<file path="config.mk">
export PLATFORM = sky130hd
export DESIGN_NAME = iob_reg_pipe
export DESIGN_NICKNAME = d
export VERILOG_FILES = /design/src/rtl/iob_reg_pipe_pkg.sv /design/src/rtl/iob_reg_pipe_stage.sv /design/src/rtl/iob_reg_pipe.sv
export SDC_FILE = /design/constraint.sdc
export NUM_CORES = 1
export LEC_CHECK = 0
export CAP_MARGIN = 10
export CORE_UTILIZATION = 50
export CTS_CLUSTER_DIAMETER = 60
export CTS_CLUSTER_SIZE = 24
export DETAILED_ROUTE_END_ITERATION = 6
export HOLD_SLACK_MARGIN = 0.05
export PLACE_DENSITY_LB_ADDON = 0.15
export RECOVER_POWER = 25
export SYNTH_ARGS = -nofsm -noshare
export SYNTH_HDL_FRONTEND = slang
export SYNTH_SLANG_ARGS = --single-unit
</file>
<file path="constraint.sdc">
create_clock -name clk_i -period 2.85 [get_ports clk_i]
set_clock_uncertainty 0.15 [all_clocks]
set_input_delay 0.57 -clock clk_i [delete_from_list [all_inputs] [get_ports clk_i]]
set_output_delay 0.57 -clock clk_i [all_outputs]
set_load 0.005 [all_outputs]
</file>
<file path="src/rtl/iob_reg_pipe_pkg.sv">
// iob_reg_pipe shared defaults and helpers.
// Parameter defaults for the elastic pipeline register.
package iob_reg_pipe_pkg;

  localparam int DATA_W_DEF = 21;
  localparam int DEPTH_DEF  = 2;

  // Width needed to count 0..depth occupied stages
  function automatic int lvl_w(input int depth);
    return $clog2(depth + 1);
  endfunction

endpackage

</file>
<file path="src/rtl/iob_reg_pipe_stage.sv">
// One pipeline stage: valid bit plus data register.
// Data only loads with a valid word, so bubbles leave it untouched.
module iob_reg_pipe_stage
  import iob_reg_pipe_pkg::*;
#(
  parameter int                DATA_W  = DATA_W_DEF,
  parameter logic [DATA_W-1:0] RST_VAL = '0
) (
  input  logic              clk_i,
  input  logic              cke_i,
  input  logic              rst_i,
  input  logic              flush_i,
  input  logic              ld_i,
  input  logic              v_i,
  input  logic [DATA_W-1:0] d_i,
  output logic              v_o,
  output logic [DATA_W-1:0] d_o
);

  logic              v_q, v_d;
  logic [DATA_W-1:0] d_q, d_d;

  always_comb begin
    v_d = v_q;
    d_d = d_q;
    if (flush_i) begin
      v_d = 1'b0;
      d_d = RST_VAL;
    end else if (ld_i) begin
      v_d = v_i;
      if (v_i) d_d = d_i;
    end
  end

  always_ff @(posedge clk_i) begin
    if (rst_i) begin
      v_q <= 1'b0;
      d_q <= RST_VAL;
    end else if (cke_i) begin
      v_q <= v_d;
      d_q <= d_d;
    end
  end

  assign v_o = v_q;
  assign d_o = d_q;

endmodule

</file>
<file path="src/rtl/iob_reg_pipe.sv">
// Elastic pipeline register with valid/ready handshake,
// bubble collapsing, flush and occupancy count.
module iob_reg_pipe
  import iob_reg_pipe_pkg::*;
#(
  parameter int                DATA_W  = DATA_W_DEF,
  parameter int                DEPTH   = DEPTH_DEF,
  parameter logic [DATA_W-1:0] RST_VAL = '0
) (
  input  logic                     clk_i,
  input  logic                     cke_i,
  input  logic                     rst_i,
  input  logic                     flush_i,
  input  logic                     i_valid_i,
  output logic                     i_ready_o,
  input  logic [DATA_W-1:0]        i_data_i,
  output logic                     o_valid_o,
  input  logic                     o_ready_i,
  output logic [DATA_W-1:0]        o_data_o,
  output logic [lvl_w(DEPTH)-1:0]  level_o
);

  localparam int LW = lvl_w(DEPTH);

  logic [DEPTH-1:0]  v;
  logic [DEPTH-1:0]  r;
  logic [DATA_W-1:0] d [DEPTH];
  logic              all_v;
  logic              act;
  logic              in_x, out_x;
  logic [LW-1:0]     level_q, level_d;

  assign act = cke_i & ~flush_i & ~rst_i;

  // Stage k can load unless it and every stage ahead is full
  // while the output is stalled.
  always_comb begin
    r     = '0;
    all_v = 1'b1;
    for (int k = DEPTH - 1; k >= 0; k--) begin
      all_v = all_v & v[k];
      r[k]  = o_ready_i | ~all_v;
    end
  end

  for (genvar k = 0; k < DEPTH; k++) begin : g_stg
    logic              vin;
    logic [DATA_W-1:0] din;
    if (k == 0) begin : g_in
      assign vin = i_valid_i;
      assign din = i_data_i;
    end else begin : g_mid
      assign vin = v[k-1];
      assign din = d[k-1];
    end
    iob_reg_pipe_stage #(
      .DATA_W  (DATA_W),
      .RST_VAL (RST_VAL)
    ) u_stage (
      .clk_i   (clk_i),
      .cke_i   (cke_i),
      .rst_i   (rst_i),
      .flush_i (flush_i),
      .ld_i    (r[k]),
      .v_i     (vin),
      .d_i     (din),
      .v_o     (v[k]),
      .d_o     (d[k])
    );
  end

  assign i_ready_o = r[0] & act;
  assign o_valid_o = v[DEPTH-1] & act;
  assign o_data_o  = d[DEPTH-1];

  assign in_x  = i_valid_i & i_ready_o;
  assign out_x = o_valid_o & o_ready_i;

  always_comb begin
    level_d = level_q;
    if (flush_i)
      level_d = '0;
    else if (in_x & ~out_x)
      level_d = level_q + LW'(1);
    else if (out_x & ~in_x)
      level_d = level_q - LW'(1);
  end

  always_ff @(posedge clk_i) begin
    if (rst_i)
      level_q <= '0;
    else if (cke_i)
      level_q <= level_d;
  end

  assign level_o = level_q;

endmodule
</file>
==> run summary, run 1 <==
The flip-flop and latch count after synthesis is 46. The cell type contributing the most total cell area after synthesis is sky130_fd_sc_hd__dfxtp_1. Wires add up to 4.16 mm. STA classifies the critical path startpoint as an input pin.

The category of the most critical setup path is in -> out. sky130_fd_sc_hd__dfxtp_1 is the most common cell in the netlist. The cell count after synthesis is about 220.

Among all flip-flop cells after synthesis, the most frequent one is sky130_fd_sc_hd__dfxtp_1. The number of warnings issued by yosys is 0. The area of the core region came out at 3470 um2.

The initial cell density of the core is 54.5%. The area added between synthesis and finish is 34.9%. The fraction of layout cells with a size suffix above 1 is under 10%. Sorting the synthesized cells by area gives the leading types as sky130_fd_sc_hd__dfxtp_1, sky130_fd_sc_hd__o21ai_0, sky130_fd_sc_hd__nand3b_1. The top achievable clock speed is 356 MHz. The number of antenna violations at the first check in global routing came to 0. The maximum vdd drop came out at 0.361 mV.

For the final routed database, the setup TNS stands at 0 ns. Fill cells in the final layout number 285. After detailed placement, the total cell area comes to 2450 um2. The number of H-tree levels came out at 2.

The transition time at the pin with the least slew margin came out at between 0.7 and 0.8 ns. During placement, the flow inserted port buffers numbering 51. The aggregate global-route resource usage is around 22%. The clock latency on the worst-skew pair came out at 0.29 ns. The number of max-capacitance violations reported is 0. The final-report hold violation count is 0. Counting instances in the post-synthesis netlist gives the leading cell types as sky130_fd_sc_hd__dfxtp_1, sky130_fd_sc_hd__o21ai_0, sky130_fd_sc_hd__nand2_1. The worst setup path is captured at a primary output.

The synthesized area per cell is 8.45 um2. The vias per cell came out at around 5.4. The overall power of the completed layout came out at 1.24 mW. The count of distinct cell types in the synthesized netlist came out at 21.

The worst pin sits at a relative slew slack of 46.8%. The buffer type at the clock tree root is sky130_fd_sc_hd__clkbuf_8. The I/O pin count is 52. The path type of the worst min-delay path is reg -> reg. The die covers approximately 4000 um2.

The minimum period implied by the final worst setup slack came out at 2.81 ns. At the end of routability-driven placement, the weighted congestion stood at between 0.7 and 0.8. No sink is reached through more buffers than the 2 on the longest clock path. Setup repair after global routing left no endpoint under its margin. The area of the mapped netlist came out at 1890 um2. The leftover overflow at the end of global routing is 0. The number of pins exceeding their max-slew limit in the final report came out at 0. The flow ran to the end, and the final reports show no timing, DRC or antenna violations. The async set or reset register ratio after synthesis is 0%. Once detail routing completed, the nets flagged for antenna violations numbered 0. The number of instances in the placed design came out at around 310. Counting flops with a built-in enable in the synthesized netlist gives 0.

The sequential share of the synthesized area came out at 48.7%. The net total in the final layout is 300. After synthesis, the largest area contributor takes up 48.7% of total cell area.

The repair_antennas step left the layout with diodes totalling 0. The largest fanout on the critical path is 3. The clock transition time at the flip-flop clock pins of the worst setup and hold paths is 0.08 ns. The total power density per cell area came out at 488 nW/um2. The data arrival time at the worst-slack endpoint came out at 2.09 ns. The analysis attributes to cell leakage a power of 0.895 nW.

The number of optimization iterations in the first detailed-route pass is 4. The post-synthesis net count is 251. The period utilization is 98.4%. The floorplan step set the die height to around 64 um.

The final-report setup violation count is 0. For this block, the initial DRC count from the detailed router was 90. The global-route wire length before repair came out at 7.02 mm. The finished cells cover 2550 um2. In this run the post-CTS setup repair buffer count came out at 0.

The routed wire length per instance came out at 13.0 um. The half-perimeter wire length of the detailed placement result came out at roughly 2.7 mm. The number of global-route vias before repair came out at 1532. The largest net degree at the start of global routing came out at between 60 and 70. TritonCTS built the clock tree. The filler-free cell count of the finished design is 320. The die width came out at around 64 um. The hold buffer count at CTS is 0. The TritonCTS buffer count came out at 5.

The DRC violation count after routing came out at 0. The total vias in the final route came out at between 1500 and 2000. The required time reported for the critical path endpoint came out at between 2 and 2.5 ns.

Clock tree synthesis found a total of 46 sinks. After floorplanning, the core was divided into 21 placement rows.
## kinds of logic after synthesis
group / after synthesis / synth area share, %
AOI/OAI and AO/OA: 74 / 20.3
and+or+nand+nor: 85 / 27.2
buffers and inverters: 19 / 3.77
DFF: 46 / 48.7
## what timing repair did
action | CTS | global route
endpoints found under the hold margin | 0 | 0
gates resized for setup | 1 | 0
endpoints found under the setup margin | 1 | 1
cloned | 0 | 0
pin swaps | 0 | 1
## layout by cell type, fill, tap and decap left out
cell	instances
sky130_fd_sc_hd__inv_1	2
sky130_fd_sc_hd__buf_2	1
sky130_fd_sc_hd__nand4_1	1
sky130_fd_sc_hd__a22oi_1	2
sky130_fd_sc_hd__clkdlybuf4s50_1	34
sky130_fd_sc_hd__or4b_4	1
sky130_fd_sc_hd__and3_1	2
sky130_fd_sc_hd__a311o_1	1
sky130_fd_sc_hd__clkbuf_8	5
sky130_fd_sc_hd__buf_4	7
sky130_fd_sc_hd__or2b_2	1
sky130_fd_sc_hd__bufinv_16	1
sky130_fd_sc_hd__nand2_1	24
sky130_fd_sc_hd__dfxtp_1	46
sky130_fd_sc_hd__nor2_1	4
sky130_fd_sc_hd__dlygate4sd3_1	15
sky130_fd_sc_hd__nand3_1	1
sky130_fd_sc_hd__a21oi_1	23
sky130_fd_sc_hd__dlygate4sd2_1	1
sky130_fd_sc_hd__and2b_2	2
sky130_fd_sc_hd__or3_1	1
sky130_fd_sc_hd__o21ai_0	45
sky130_fd_sc_hd__nor4bb_1	1
sky130_fd_sc_hd__nand2b_1	22
sky130_fd_sc_hd__or3b_4	1
sky130_fd_sc_hd__and2b_1	1
sky130_fd_sc_hd__clkbuf_1	3
sky130_fd_sc_hd__nand3b_1	23
sky130_fd_sc_hd__a31oi_1	3
## power by group
part / internal [mW] / leakage (nW) / switching [mW]
Combinational: 0.0605 / 0.470 / 0.0511
Sequential: 0.652 / 0.372 / 0.00656
Clock: 0.262 / 0.0524 / 0.211
## sequential cells by signal, indices dropped and copies added, names as in the netlist
register,cells
g_stg.u_stage.v_o,2
g_stg.u_stage.d_o,42
level_o,2
## metrics by stage
step | worst slack, ns | util (%) | hold WS (ns)
after floorplan | 0.737 | - | 0.282
after global placement | 0.0212 | 70.7 | 0.289
after detailed placement | -0.0163 | 70.7 | 0.292
after CTS | 0.0200 | 73.7 | 0.304
after global routing | 0.00351 | 73.6 | 0.318
final | 0.0443 | 73.6 | 0.304
## worst max-delay path, stage by stage
cell                              delay (ns)
sky130_fd_sc_hd__clkdlybuf4s50_1        0.42
sky130_fd_sc_hd__or3b_4                 0.39
sky130_fd_sc_hd__and2b_2                0.22
sky130_fd_sc_hd__clkdlybuf4s50_1        0.49
## path summary, 6_finish.rpt
path	end	cells past startpoint	slack, ns	start
hold / removal	g_stg[1].u_stage.d_o[4]	2	0.30	g_stg[0].u_stage.d_o[4]
setup reg to reg	level_o[0]	4	1.10	g_stg[1].u_stage.v_o
hold reg to reg	g_stg[1].u_stage.d_o[4]	2	0.30	g_stg[0].u_stage.d_o[4]
setup / recovery	i_ready_o	4	0.04	flush_i
## final cells by class
type	count	area (um2)	area share, %
timing repair buffer	59	561	22.0
tap	46	57.6	2.26
multi-input combinational	159	898	35.2
clock inverter	1	30.0	1.18
inverter	2	7.51	0.294
sequential	46	921	36.1
clock buffer	7	76.3	2.99
## per-layer routing
| metal | vias to the layer above | part of all wire [%] | global-route usage (%) |
|---|---|---|---|
| li1 | 869 | - | - |
| met1 | 810 | 44 | 27.1 |
| met2 | 56 | 49 | 37.1 |
| met3 | 8 | 5.3 | 6.70 |
| met4 | 0 | 1.5 | 6.53 |
| met5 | - | 0 | 0 |
No activity file was read; power rests on OpenSTA's default activity.
==> run 2, diff against run 1 <==
- CORE_UTILIZATION: 50 -> 51
- REMOVE_ABC_BUFFERS: default -> 1
==> run summary, run 2 (same netlist as run 1, synthesis figures left out) <==
The flow ran to the end, and the final reports show no timing, DRC or antenna violations. In the layout the commonest cells are sky130_fd_sc_hd__dfxtp_1, sky130_fd_sc_hd__o21ai_0, sky130_fd_sc_hd__clkdlybuf4s50_1. In this run the worst path has a maximum fanout of 3. The number of buffers inserted to repair setup after CTS came out at 0. The worst hold path belongs to the class reg -> reg. The count of nets left with antenna violations after detail routing came out at 0.

The die footprint is 3960 um2. The worst setup path is captured at a primary output. For this run the aggregate overflow at the end of global routing stands at 0.

The H-tree was split into 2 levels. No sink is reached through more buffers than the 2 on the longest clock path. The maximum vdd drop is 0.368 mV. The standard-cell row count came out at 21.

Measured along the y axis, the die boundary spans 62.9 um. The initial detailed-routing violation count is 90. The number of instances in the placed design came out at between 300 and 400. The final-report setup violation count came out at 0. The minimum period implied by the final worst setup slack came out at around 2.7 ns.

The period utilization came out at 95.9%. The number of antenna diodes came out at 0. The clock latency on the worst-skew pair is 0.29 ns.

Global routing used between 20 and 25% of the available tracks. The count of clock tree sinks is 46. The filler-free cell count of the finished design came out at 322. The library cell used most frequently in the layout, excluding fill and tap cells, is sky130_fd_sc_hd__dfxtp_1. The area added between synthesis and finish is 34.9%. The number of optimization iterations in the first detailed-route pass is 4. The final standard cell utilization of the core is between 70% and 80%. After the last flow step, the layout net total stands at between 300 and 400.

The transition time at the pin with the least slew margin came out at 0.808 ns. The area of the core region came out at 3440 um2. The final-report hold violation count came out at 0. The port buffer count is 51. STA classifies the critical path startpoint as an input pin.

The pre-CTS worst setup slack came out at 0.00369 ns. The die width is 62.9 um. The CTS tree is yes. After detailed routing, the average wire length per cell comes to 13.4 um.

The number of global-route vias before repair came out at 1603. The buffer type at the clock tree root is sky130_fd_sc_hd__clkbuf_8. The startpoint identified for the worst register-to-register timing path is g_stg[1].u_stage.v_o. The detailed router placed about 1700 vias in this run. Dividing total power by cell area gives a power density of around 460 nW/um2. The launch instance of the worst min-delay path is g_stg[0].u_stage.d_o[12]. The data arrival time at the worst-slack endpoint is 2.01 ns.

Headroom to the max-slew limit came out at a little under half. The DRC violation count after routing is 0. After clock tree synthesis, the clock-pin slew on the worst setup and hold paths is 0.09 ns. The fraction of layout cells with a size suffix above 1 came out at 7.97%. The sum of routed wire length over all layers is 4.32 mm. Setup repair after global routing left no endpoint under its margin. The aggregate negative setup slack came out at 0 ns.

The vias per cell is around 5.3. The I/O pin count came out at 52. The initial cell density of the core is 55.0%. For this design, the CTS-stage hold fixing added 0 buffers. The number of pins exceeding their max-slew limit in the final report is 0. The worst setup margin came out at 0.117 ns. The largest net degree at the start of global routing is 68.

The number of max-capacitance violations reported is 0. The top achievable clock speed came out at 366 MHz. The first global-routing pass estimated 7.31 mm of wire. Data on the critical path is required at its endpoint by 2.13 ns. The number of antenna violations at the first check in global routing is 0. The TritonCTS buffer count came out at 5. By startpoint and endpoint, the worst setup path is classified as in -> out.

The half-perimeter wire length of the detailed placement result is 2.77 mm. The leakage power of the design is roughly 0.9 nW. The worst-case hold slack came out at between 0.2 and 0.3 ns.

The start point of the critical path is cke_i. The register with the most flip-flops in the layout has 42 of them. The weighted congestion reported at the end of routability-driven placement is 0.774. Fill cells in the final layout number roughly 290.
==> run 2: critical path, stage by stage <==
cell                              delay, ns
sky130_fd_sc_hd__clkdlybuf4s50_1       0.47
sky130_fd_sc_hd__or3b_4                0.38
sky130_fd_sc_hd__nor2_1                0.09
sky130_fd_sc_hd__clkdlybuf4s50_1       0.50
==> run 2: path summary, 6_finish.rpt <==
| path | end | slack [ns] | cells after the start |
|---|---|---|---|
| max | o_valid_o | 0.12 | 4 |
| min reg2reg | g_stg[1].u_stage.d_o[12] | 0.30 | 2 |
| min | g_stg[1].u_stage.d_o[12] | 0.30 | 2 |
| max reg2reg | level_o[0] | 1.07 | 4 |
==> run 2: per-layer routing <==
layer	track usage [%]	part of all wire, %	vias up	wire (um)
li1	-	-	874	-
met1	30.3	48	790	2090
met2	38.4	47	40	2050
met3	4.56	3.6	2	155
met4	5.81	0.42	0	18
met5	0	0	-	0
==> run 2: cell type report <==
type | count | area (um2) | area share [%]
multi-input cells | 159 | 898 | 35.2
inverters | 2 | 7.51 | 0.294
repair buffers | 61 | 576 | 22.6
well taps | 46 | 57.6 | 2.26
clock buffers | 7 | 86.3 | 3.38
flip-flops and latches | 46 | 921 | 36.1
clock inverters | 1 | 5.00 | 0.196
==> run 2: what timing repair did <==
action | 4_1_cts | 5_1_grt
gates resized for setup | 1 | 0
setup endpoints to repair | 1 | 0
hold endpoints to repair | 0 | 0
==> run 2: metrics by stage <==
stage,power (mW),instance area [um2]
floorplan,0.711,1830
global placement,0.788,2470
detailed placement,0.789,2470
CTS,1.18,2560
global route,1.22,2550
finish,1.18,2550
==> run 2: report_power, final <==
part	switching [mW]	total, mW	internal, mW	leakage, nW
Combinational	0.0521	0.115	0.0625	0.483
Clock	0.207	0.403	0.196	0.0482
Sequential	0.00662	0.659	0.652	0.372
